==> config.mk <==
export PLATFORM = sky130hd
export DESIGN_NAME = axi_lite_cmd_arbiter
export DESIGN_NICKNAME = d
export VERILOG_FILES = /design/src/rtl/axi_lite_cmd_arbiter.sv
export SDC_FILE = /design/constraint.sdc
export NUM_CORES = 1
export LEC_CHECK = 0
export ABC_AREA = 1
export BUFFER_PORTS_ARGS = -buffer_cell sky130_fd_sc_hd__buf_2
export CORE_AREA = 2 2 259 261
export CTS_CLUSTER_SIZE = 30
export DETAILED_ROUTE_END_ITERATION = 10
export DIE_AREA = 0 0 261 263
export PLACE_DENSITY_LB_ADDON = 0.3
export SYNTH_ARGS = -nofsm -noshare
export SYNTH_HDL_FRONTEND = slang
export SYNTH_SLANG_ARGS = --single-unit
==> constraint.sdc <==
create_clock -name ACLK -period 1.4 [get_ports ACLK]
set_input_delay 0.07 -clock ACLK [delete_from_list [all_inputs] [get_ports ACLK]]
set_output_delay 0.07 -clock ACLK [all_outputs]
set_load 0.05 [all_outputs]
==> src/rtl/axi_lite_cmd_arbiter.sv <==
// axi_lite_cmd_arbiter: shares one AXI-Lite manager command port among NREQ
// requesters using round-robin arbitration with one transaction in flight.
// Each grant issues AW+W (or AR) for two cycles, waits for B (or R), then
// holds the response until the consumer accepts it.
// Optional feature: define ARB_TIMEOUT_EN to add a watchdog on the wait
// states. It completes with resp_err=2'b11 after TIMEOUT_CYC cycles.
module axi_lite_cmd_arbiter #(
  parameter int unsigned NREQ        = 4,
  parameter int unsigned ADDR_W      = 32,
  parameter int unsigned DATA_W      = 64,
  parameter int unsigned TIMEOUT_CYC = 256
) (
  input  logic                     ACLK,
  input  logic                     ARESET,
  input  logic [NREQ-1:0]          req_valid,
  input  logic [NREQ-1:0]          req_we,
  input  logic [NREQ*ADDR_W-1:0]   req_addr,
  input  logic [NREQ*DATA_W-1:0]   req_wdata,
  output logic [NREQ-1:0]          req_ready,
  output logic                     resp_valid,
  input  logic                     resp_ready,
  output logic [$clog2(NREQ)-1:0]  resp_id,
  output logic [DATA_W-1:0]        resp_rdata,
  output logic [1:0]               resp_err,
  output logic [4:0]               tx_en,
  output logic [ADDR_W-1:0]        mgr_tx_AW,
  output logic [DATA_W-1:0]        mgr_tx_W,
  output logic [ADDR_W-1:0]        mgr_tx_AR,
  input  logic [4:0]               mgr_new_data,
  input  logic [DATA_W-1:0]        mgr_rx_R,
  input  logic [1:0]               mgr_rx_RRESP,
  input  logic [1:0]               mgr_rx_BRESP
);

  localparam int unsigned IDW = $clog2(NREQ);
  localparam logic [4:0]  TX_WR = 5'b11000;
  localparam logic [4:0]  TX_RD = 5'b00010;

  typedef enum logic [2:0] {
    S_IDLE, S_GRANT, S_ISSUE_W, S_ISSUE_R, S_WAIT_B, S_WAIT_R, S_RESP
  } state_t;

  state_t              state_q, state_d;
  logic [IDW-1:0]      gnt_q, gnt_d;
  logic [IDW-1:0]      rr_q, rr_d;
  logic                iss_q, iss_d;
  logic                armed_q, armed_d;
  logic [NREQ-1:0]     req_ready_q, req_ready_d;
  logic                resp_valid_q, resp_valid_d;
  logic [IDW-1:0]      resp_id_q, resp_id_d;
  logic [DATA_W-1:0]   resp_rdata_q, resp_rdata_d;
  logic [1:0]          resp_err_q, resp_err_d;
  logic [4:0]          tx_en_q, tx_en_d;
  logic [ADDR_W-1:0]   aw_q, aw_d;
  logic [DATA_W-1:0]   w_q, w_d;
  logic [ADDR_W-1:0]   ar_q, ar_d;

  logic [IDW-1:0]      pick_c;
  logic                any_c;
  logic                nd_bit_c;
  logic [IDW-1:0]      idx_c;

  logic [ADDR_W-1:0]   addr_a  [NREQ];
  logic [DATA_W-1:0]   wdata_a [NREQ];

`ifdef ARB_TIMEOUT_EN
  localparam int unsigned WDW = $clog2(TIMEOUT_CYC + 1);
  logic [WDW-1:0]      wd_q, wd_d;
`else
  logic [31:0]         unused_timeout;
  assign unused_timeout = 32'(TIMEOUT_CYC);
`endif

  logic unused_nd;
  assign unused_nd = ^{mgr_new_data[4:3], mgr_new_data[1]};

  // Unpack the flat requester buses into per-requester views
  for (genvar gi = 0; gi < int'(NREQ); gi++) begin : g_unpack
    assign addr_a[gi]  = req_addr[gi*ADDR_W +: ADDR_W];
    assign wdata_a[gi] = req_wdata[gi*DATA_W +: DATA_W];
  end

  // Round-robin pick: first valid requester at or after rr_q, wrapping
  always_comb begin
    pick_c = '0;
    any_c  = 1'b0;
    idx_c  = '0;
    for (int i = 0; i < int'(NREQ); i++) begin
      idx_c = IDW'((int'(rr_q) + i) % int'(NREQ));
      if (!any_c && req_valid[idx_c]) begin
        pick_c = idx_c;
        any_c  = 1'b1;
      end
    end
  end

  // Completion bit watched in the current wait state
  assign nd_bit_c = (state_q == S_WAIT_B) ? mgr_new_data[2] : mgr_new_data[0];

  // Next-state and registered-output logic
  always_comb begin
    state_d      = state_q;
    gnt_d        = gnt_q;
    rr_d         = rr_q;
    iss_d        = iss_q;
    armed_d      = armed_q;
    req_ready_d  = '0;
    tx_en_d      = '0;
    resp_valid_d = resp_valid_q;
    resp_id_d    = resp_id_q;
    resp_rdata_d = resp_rdata_q;
    resp_err_d   = resp_err_q;
    aw_d         = aw_q;
    w_d          = w_q;
    ar_d         = ar_q;
`ifdef ARB_TIMEOUT_EN
    wd_d         = wd_q;
`endif

    case (state_q)
      S_IDLE: begin
        if (any_c) begin
          gnt_d               = pick_c;
          req_ready_d[pick_c] = 1'b1;
          state_d             = S_GRANT;
        end
      end

      S_GRANT: begin
        rr_d  = (gnt_q == IDW'(NREQ - 1)) ? '0 : gnt_q + IDW'(1);
        iss_d = 1'b0;
        if (req_we[gnt_q]) begin
          aw_d    = addr_a[gnt_q];
          w_d     = wdata_a[gnt_q];
          tx_en_d = TX_WR;
          state_d = S_ISSUE_W;
        end else begin
          ar_d    = addr_a[gnt_q];
          tx_en_d = TX_RD;
          state_d = S_ISSUE_R;
        end
      end

      S_ISSUE_W, S_ISSUE_R: begin
        if (!iss_q) begin
          iss_d   = 1'b1;
          tx_en_d = (state_q == S_ISSUE_W) ? TX_WR : TX_RD;
        end else begin
          state_d = (state_q == S_ISSUE_W) ? S_WAIT_B : S_WAIT_R;
          armed_d = 1'b0;
`ifdef ARB_TIMEOUT_EN
          wd_d    = '0;
`endif
        end
      end

      S_WAIT_B, S_WAIT_R: begin
        // A level already high on entry must drop before it can complete
        if (!nd_bit_c) armed_d = 1'b1;
        if (armed_q && nd_bit_c) begin
          resp_valid_d = 1'b1;
          resp_id_d    = gnt_q;
          resp_rdata_d = (state_q == S_WAIT_B) ? '0 : mgr_rx_R;
          resp_err_d   = (state_q == S_WAIT_B) ? mgr_rx_BRESP : mgr_rx_RRESP;
          state_d      = S_RESP;
`ifdef ARB_TIMEOUT_EN
          wd_d         = '0;
        end else if (wd_q == WDW'(TIMEOUT_CYC - 1)) begin
          resp_valid_d = 1'b1;
          resp_id_d    = gnt_q;
          resp_rdata_d = '0;
          resp_err_d   = 2'b11;
          state_d      = S_RESP;
          wd_d         = '0;
        end else begin
          wd_d         = wd_q + WDW'(1);
`endif
        end
      end

      S_RESP: begin
        if (resp_ready) begin
          resp_valid_d = 1'b0;
          state_d      = S_IDLE;
        end
      end

      default: state_d = S_IDLE;
    endcase
  end

  // State and output registers, synchronous reset
  always_ff @(posedge ACLK) begin
    if (ARESET) begin
      state_q      <= S_IDLE;
      gnt_q        <= '0;
      rr_q         <= '0;
      iss_q        <= 1'b0;
      armed_q      <= 1'b0;
      req_ready_q  <= '0;
      resp_valid_q <= 1'b0;
      resp_id_q    <= '0;
      resp_rdata_q <= '0;
      resp_err_q   <= '0;
      tx_en_q      <= '0;
      aw_q         <= '0;
      w_q          <= '0;
      ar_q         <= '0;
`ifdef ARB_TIMEOUT_EN
      wd_q         <= '0;
`endif
    end else begin
      state_q      <= state_d;
      gnt_q        <= gnt_d;
      rr_q         <= rr_d;
      iss_q        <= iss_d;
      armed_q      <= armed_d;
      req_ready_q  <= req_ready_d;
      resp_valid_q <= resp_valid_d;
      resp_id_q    <= resp_id_d;
      resp_rdata_q <= resp_rdata_d;
      resp_err_q   <= resp_err_d;
      tx_en_q      <= tx_en_d;
      aw_q         <= aw_d;
      w_q          <= w_d;
      ar_q         <= ar_d;
`ifdef ARB_TIMEOUT_EN
      wd_q         <= wd_d;
`endif
    end
  end

  assign req_ready  = req_ready_q;
  assign resp_valid = resp_valid_q;
  assign resp_id    = resp_id_q;
  assign resp_rdata = resp_rdata_q;
  assign resp_err   = resp_err_q;
  assign tx_en      = tx_en_q;
  assign mgr_tx_AW  = aw_q;
  assign mgr_tx_W   = w_q;
  assign mgr_tx_AR  = ar_q;

endmodule

==> results of run 1 <==
==> where the power goes <==
group / internal, mW / total [mW] / switching [mW]
sequential: 7.32 / 8.22 / 0.895
clock: 4.19 / 7.11 / 2.92
combinational: 8.70 / 22.8 / 14.1
==> repair_timing <==
item	CTS	global route
pin swaps	43	55
cloned	11	7
setup buffers	23	13
endpoints found under the hold margin	179	0
endpoints found under the setup margin	216	212
hold buffers	338	0
resized for setup	197	205
==> state kept, by name, summed over array words and instances, names as in the netlist <==
signal,count
req_ready,4
resp_rdata,64
mgr_tx_W,64
resp_err,2
resp_valid,1
resp_id,2
armed_q,1
state_q,3
tx_en,2
iss_q,1
mgr_tx_AW,32
mgr_tx_AR,32
gnt_q,2
rr_q,2
==> final cells by class <==
class,instances,area (sq um),area share
timing repair buffer,1205,9251,0.4210
antenna,2,5.005,0.0002277
sequential,212,4270,0.1943
multi-input combinational,1156,6312,0.2872
inverter,35,170.2,0.007743
clock inverter,10,115.1,0.005238
clock buffer,39,770.7,0.03507
tap,864,1081,0.04919
==> cells by family (layout without fill, tap and decap cells) <==
logic type | count (synthesis) | count (layout) | share of synthesized area
buf+inv | 174 | 1289 | 0.08722
simple gates | 623 | 623 | 0.2382
flops | 212 | 212 | 0.4036
fa+ha+maj | 1 | 1 | 0.001190
compound gates | 530 | 530 | 0.2694
other cells | 1 | 4 | 0.0003566
==> metrics by stage <==
stage | hold slack (ns) | utilization | cell area, sq um | worst slack (ns) | total power [mW]
finish | -0.02297 | 0.3349 | 21980 | -0.2698 | 38.09
global route | 0.01042 | 0.3348 | 21970 | -0.3652 | 40.30
floorplan | 0.2300 | - | 10540 | -0.003306 | 19.22
global placement | 0.3405 | 0.2408 | 15810 | -0.3031 | 26.93
CTS | 0.002592 | 0.3224 | 21160 | -0.2703 | 36.76
detailed placement | 0.3442 | 0.2408 | 15810 | -0.3096 | 26.80
==> cell usage in the layout, fill, tap and decap left out, drive strengths merged, types with 3 or more instances in the layout <==
| cell | n |
|---|---|
| buf | 857 |
| nor2 | 391 |
| dlygate4sd3 | 338 |
| o21ai | 314 |
| dfxtp | 212 |
| nand2 | 144 |
| a21oi | 113 |
| o22ai | 89 |
| nand3 | 78 |
| clkbuf | 46 |
| inv | 37 |
| a32o | 8 |
| nand4 | 5 |
| clkinv | 5 |
| a31oi | 3 |
| nor3 | 3 |
| bufbuf | 3 |
==> per-layer routing <==
| layer | part of all wire | vias to the layer above | global-route usage |
|---|---|---|---|
| li1 | - | 7462 | - |
| met1 | 0.40 | 7182 | 0.1955 |
| met2 | 0.47 | 647 | 0.2852 |
| met3 | 0.072 | 185 | 0.03928 |
| met4 | 0.052 | 14 | 0.08523 |
| met5 | 0.0014 | - | 0 |
==> worst reg2reg max path, delay by kind of cell (launching register included) <==
family / cells / cell delay (ns)
buffers and inverters: 5 / 0.60
AND/OR/NAND/NOR: 4 / 0.30
AO/OA/AOI/OAI: 1 / 0.18
flip-flops: 1 / 0.47
==> worst paths after layout <==
check | start | to | slack [ns] | cells past startpoint
worst min-delay path | req_wdata[101] | mgr_tx_W[37] | -0.02 | 5
worst max register to register | gnt_q[0] | mgr_tx_AR[31] | -0.27 | 10
worst min register to register | resp_rdata[56] | resp_rdata[56] | 0.45 | 2
worst max-delay path | gnt_q[0] | mgr_tx_AR[31] | -0.27 | 10
==> metrics, run 1 <==
number of violations of the max-capacitance limit 0; endpoint arrival time on the critical path ~2.1 ns; overall global routing resource usage 0.1678; grt ovf 0; required time at the endpoint of the critical path between 1.5 and 2 ns; number of violations reported at the end of detailed-routing iteration 0 about 930; CTS tree done; min cycle time layout 1.670 ns; failing checks negative hold slack, negative setup slack; number of filler instances in the final layout roughly 7000; global-route wire length before repair 89320 microns; ratio of final minimum period to clock period 1.193; Peak Freq between 500 and 600 MHz; vertical die dimension between 200 and 300 microns; cell area after technology mapping between 10000 and 15000 sq um; list of most frequent post-synthesis cells sky130_fd_sc_hd__nor2_1 (387), sky130_fd_sc_hd__o21ai_0 (300), sky130_fd_sc_hd__dfxtp_1 (212); layout cell share with drive strength beyond 1 0.4317; Routed wire per std cell approximately 18 microns; number of distinct library cells after synthesis 30; final number of setup-violating endpoints approximately 210; most numerous cell in the Yosys netlist sky130_fd_sc_hd__nor2_1; most used flip-flop cell after synthesis sky130_fd_sc_hd__dfxtp_1; top-level port count 674; root buf cell sky130_fd_sc_hd__clkbuf_16; vias in the first global route 15530; maximum level of the CTS H-tree 1; standby leakage power 10.03 nW; mean cell area of the mapped netlist around 6.8 sq um; antenna violations before repair 9; count of state elements after synthesis between 200 and 250; post-DP HPWL approximately 43000 microns; die area approximately 69000 sq um; Power Dens Cells between 1500 and 2000 nW/um^2; buffering stage count on the worst path with inverters included 5; hold violation count in the final report 1; slack of the critical path -0.2698 ns; count of standard-cell rows 94; largest buffer count on any clock path 3; top fanout value on the critical path 11; number of instances in the synthesized netlist about 1500; number of nets with antenna violations after routing 0; aggregate routed wire length 62700 microns; critical path's top delay family buffers and inverters; class of the most critical hold timing path in2reg; number of clock sinks about 210; Critical Path, Cell by Cell inv_6, nand2_4, nand3_4, buf_6, a21oi_4, buf_12, inv_6, buf_12, nor2_2, nor2_1; pin count of the biggest net entering global routing 66; sequential share of the synthesized area 0.4036; clk_skew 0.008730 ns; Async SR Flop Fraction 0; Yosys top cell area share 0.4036; Post-Route Setup TNS -38.76 ns; area of the core region ~66000 sq um; most area-hungry cell type in the Yosys netlist sky130_fd_sc_hd__dfxtp_1; status complete, but fails checks; unrepaired setup endpoints after global routing yes; global placement routability congestion 0.8924; Port-buffer cells roughly 670; Layout Area Growth over Synthesis 109.0%; Synthesis Warnings 0; placed insts 3091; peak supply drop roughly 0.91 mV; Worst setup SP type flip-flop; clock buffer count from CTS 27; top post-synthesis cells by area sky130_fd_sc_hd__dfxtp_1 (40%), sky130_fd_sc_hd__o21ai_0 (14%), sky130_fd_sc_hd__nor2_1 (14%); number of nets in the layout 3106; width of the die between 200 and 300 microns; critical path endpoint category flip-flop; Post-Route Hold Slack -0.02297 ns; detailed-route DRC error count 0; number of enable flip-flop cells after synthesis 0; total via count after detailed routing 15490; number of standard cells in the layout, taps in and fillers out roughly 3500; starting density of the core 0.1602; routed vias/inst 4.397; category of the most critical setup path reg2reg; post-CTS clock slew at the launch and capture registers of the worst setup and hold paths 0.06 ns; detailed-routing iteration count for the pre-antenna-repair pass 5; Largest stage delay, worst path ~0.47 ns; fin. max-slew vios 0; Critical-path top delay cell sky130_fd_sc_hd__dfxtp_4; clk_lat worst skew 0.56 ns
Note: power is estimated with default switching activity, not from simulation.
==> inputs of run 2 (changes only) <==
BUFFER_PORTS_ARGS = -buffer_cell sky130_fd_sc_hd__buf_4   (was -buffer_cell sky130_fd_sc_hd__buf_2)
==> run 2 against run 1 <==
Compared with the run above: the flow still finishes with violations (negative hold slack, negative setup slack); non-clock buffer count shrank 26; clock skew grew 0.0084 ns; sequential power is essentially flat; critical endpoint is now mgr_tx_AW[21]; critical path type unchanged; sequential share of layout area shrank 1.3 points; first-iteration DRC count shrank 2.4%; combinational power grew 6%.
==> metrics, run 2 (same netlist as run 1, synthesis figures left out) <==
number of violations of the max-capacitance limit 0 (unchanged); global placement routability congestion 0.9789 (+9.7%); antenna violations before repair 4 (-5); Antenna diodes 0 (-2); final number of setup-violating endpoints 210 (-0.47%); post-CTS clock slew at the launch and capture registers of the worst setup and hold paths 0.06 ns (about the same); Port-buffer cells 668 (unchanged); overall global routing resource usage 0.1766 (+0.008781); starting density of the core 0.1602 (unchanged); routed vias/inst 4.527 (+3.0%); count of standard-cell rows 94 (unchanged); layout cell share with drive strength beyond 1 0.4008 (-0.03085); Routed wire per std cell 19.35 microns (+8.7%); clk_lat worst skew 0.56 ns (about the same); number of standard cells in the layout, taps in and fillers out 3496 (-0.77%); final cell utilization of the core 0.3580 (+0.02311); top fanout value on the critical path 22 (+11); min cycle time layout 1.658 ns (-0.01187 ns); class of the most critical hold timing path in2reg; leading cell type in the layout, fill and taps excluded sky130_fd_sc_hd__buf_4; fin. max-slew vios 0 (unchanged); clock buffer count from CTS 27 (unchanged); area of placed instances 17020 sq um (+7.7%); width of the die 261 microns (unchanged); number of filler instances in the final layout 6628 (-3.7%); maximum level of the CTS H-tree 1 (unchanged); status complete, but fails checks; number of violations reported at the end of detailed-routing iteration 0 910 (-2.4%); proportion of power drawn by the clock network 0.196 (+0.009); area of the core region 65630 sq um (unchanged); detailed-route DRC error count 0 (unchanged); failing checks negative hold slack, negative setup slack; detailed-routing iteration count for the pre-antenna-repair pass 6 (+1); slack of the critical path -0.2579 ns (+0.01187 ns); root buf cell sky130_fd_sc_hd__clkbuf_16; standby leakage power 10.45 nW (+4.1%); category of the most critical setup path reg2reg; combinational cell fraction of total power 0.600 (+0.002); post-DP HPWL 44110 microns (+1.8%); power spent charging and discharging nets 18.26 mW (+2.1%); peak supply drop 1.013 mV (+11%); Worst setup SP type flip-flop; aggregate routed wire length 67660 microns (+7.9%); unrepaired setup endpoints after global routing yes; grt ovf 0 (unchanged); hold violation count in the final report 1 (unchanged); endpoint arrival time on the critical path 2.13 ns (+0.02 ns); critical path endpoint category flip-flop; Sw Ratio 0.4537 (-0.01581); share of power burned in registers 0.204 (-0.012); total via count after detailed routing 15830 (+2.2%); CTS tree done; Layout Area Growth over Synthesis 123.4%; leading cell types in the layout, fill and taps excluded sky130_fd_sc_hd__buf_4 (740), sky130_fd_sc_hd__nor2_1 (363), sky130_fd_sc_hd__dlygate4sd3_1 (341); largest buffer count on any clock path 3 (unchanged); die area 68640 sq um (unchanged); global-route wire length before repair 94050 microns (+5.3%); ratio of final minimum period to clock period 1.184 (-0.008481); top-level port count 674 (unchanged); Final Cell Area 23490 sq um (+6.9%); Post-Route Setup TNS -36.94 ns (+1.819 ns); clk_skew 0.01718 ns (+0.008448 ns); number of nets with antenna violations after routing 0 (unchanged); vertical die dimension 263 microns (unchanged); Power Dens Cells 1714 nW/um^2 (-1.1%); placed insts 3047 (-1.4%); Peak Freq 603.2 MHz (+0.72%); Post-Route Hold Slack -0.01178 ns (+0.01119 ns); number of clock sinks 212 (unchanged); number of nets in the layout 3080 (-0.84%); Internal 22.00 mW (+8.8%); vias in the first global route 16160 (+4.0%); required time at the endpoint of the critical path 1.88 ns (+0.04 ns); pin count of the biggest net entering global routing 71 (+7.6%)
==> run 2: timing repair <==
action / CTS / global route
pin swaps: 36 / 32
hold buffers: 341 / 0
endpoints found under the setup margin: 210 / 211
buffers inserted: 18 / 7
resized for setup: 168 / 167
endpoints found under the hold margin: 183 / 0
gates cloned: 13 / 21
==> run 2: worst paths after layout <==
path | start | endpoint | slack, ns | depth (start not counted)
setup / recovery | gnt_q[0] | mgr_tx_AW[21] | -0.26 | 9
hold / removal | req_wdata[59] | mgr_tx_W[59] | -0.01 | 5
setup reg to reg | gnt_q[0] | mgr_tx_AW[21] | -0.26 | 9
hold reg to reg | resp_rdata[3] | resp_rdata[3] | 0.46 | 2
==> run 2: layout make-up <==
| cell class | instances | area [sq um] | share of cell area |
|---|---|---|---|
| clock inverters | 12 | 220.2 | 0.009374 |
| flip-flops and latches | 212 | 4264 | 0.1815 |
| multi-input cells | 1156 | 6027 | 0.2566 |
| repair buffers | 1179 | 10930 | 0.4651 |
| clock buffers | 38 | 778.2 | 0.03313 |
| well taps | 864 | 1081 | 0.04602 |
| inverters | 35 | 195.2 | 0.008308 |
==> run 2: worst max-delay path: stages (launching register included) <==
cell and delay, ns:
sky130_fd_sc_hd__dfxtp_4 0.41, sky130_fd_sc_hd__inv_6 0.12, sky130_fd_sc_hd__nand2_4 0.05, sky130_fd_sc_hd__nand3_4 0.10, sky130_fd_sc_hd__nand2_4 0.06, sky130_fd_sc_hd__nor2_4 0.21, sky130_fd_sc_hd__buf_6 0.18, sky130_fd_sc_hd__buf_12 0.17
sky130_fd_sc_hd__o21ai_0 0.09, sky130_fd_sc_hd__a21oi_1 0.15
==> run 2: power by group through the flow <==
stage | sequential [mW] | combinational (mW) | clock (mW)
after CTS | 8.16 | 22.4 | 8.15
after floorplan | 11.8 | 7.46 | 0
final | 8.21 | 24.2 | 7.88
after global routing | 8.38 | 25.7 | 8.33
after detailed placement | 8.19 | 18.9 | 0
after global placement | 8.17 | 18.9 | 0
==> run 2: through the flow <==
stage                     setup slack (ns)  total power [mW]
after detailed placement           -0.3412             27.14
after floorplan                  -0.003306             19.22
after global placement             -0.2613             27.03
after CTS                          -0.2272             38.68
after global routing               -0.3490             42.40
final                              -0.2579             40.26
==> run 2: metal layers <==
layer	track usage	up-vias	part of all wire
li1	-	7399	-
met4	0.07386	6	0.044
met5	0	-	0.00049
met2	0.3126	723	0.48
met3	0.03485	165	0.066
met1	0.2056	7532	0.41
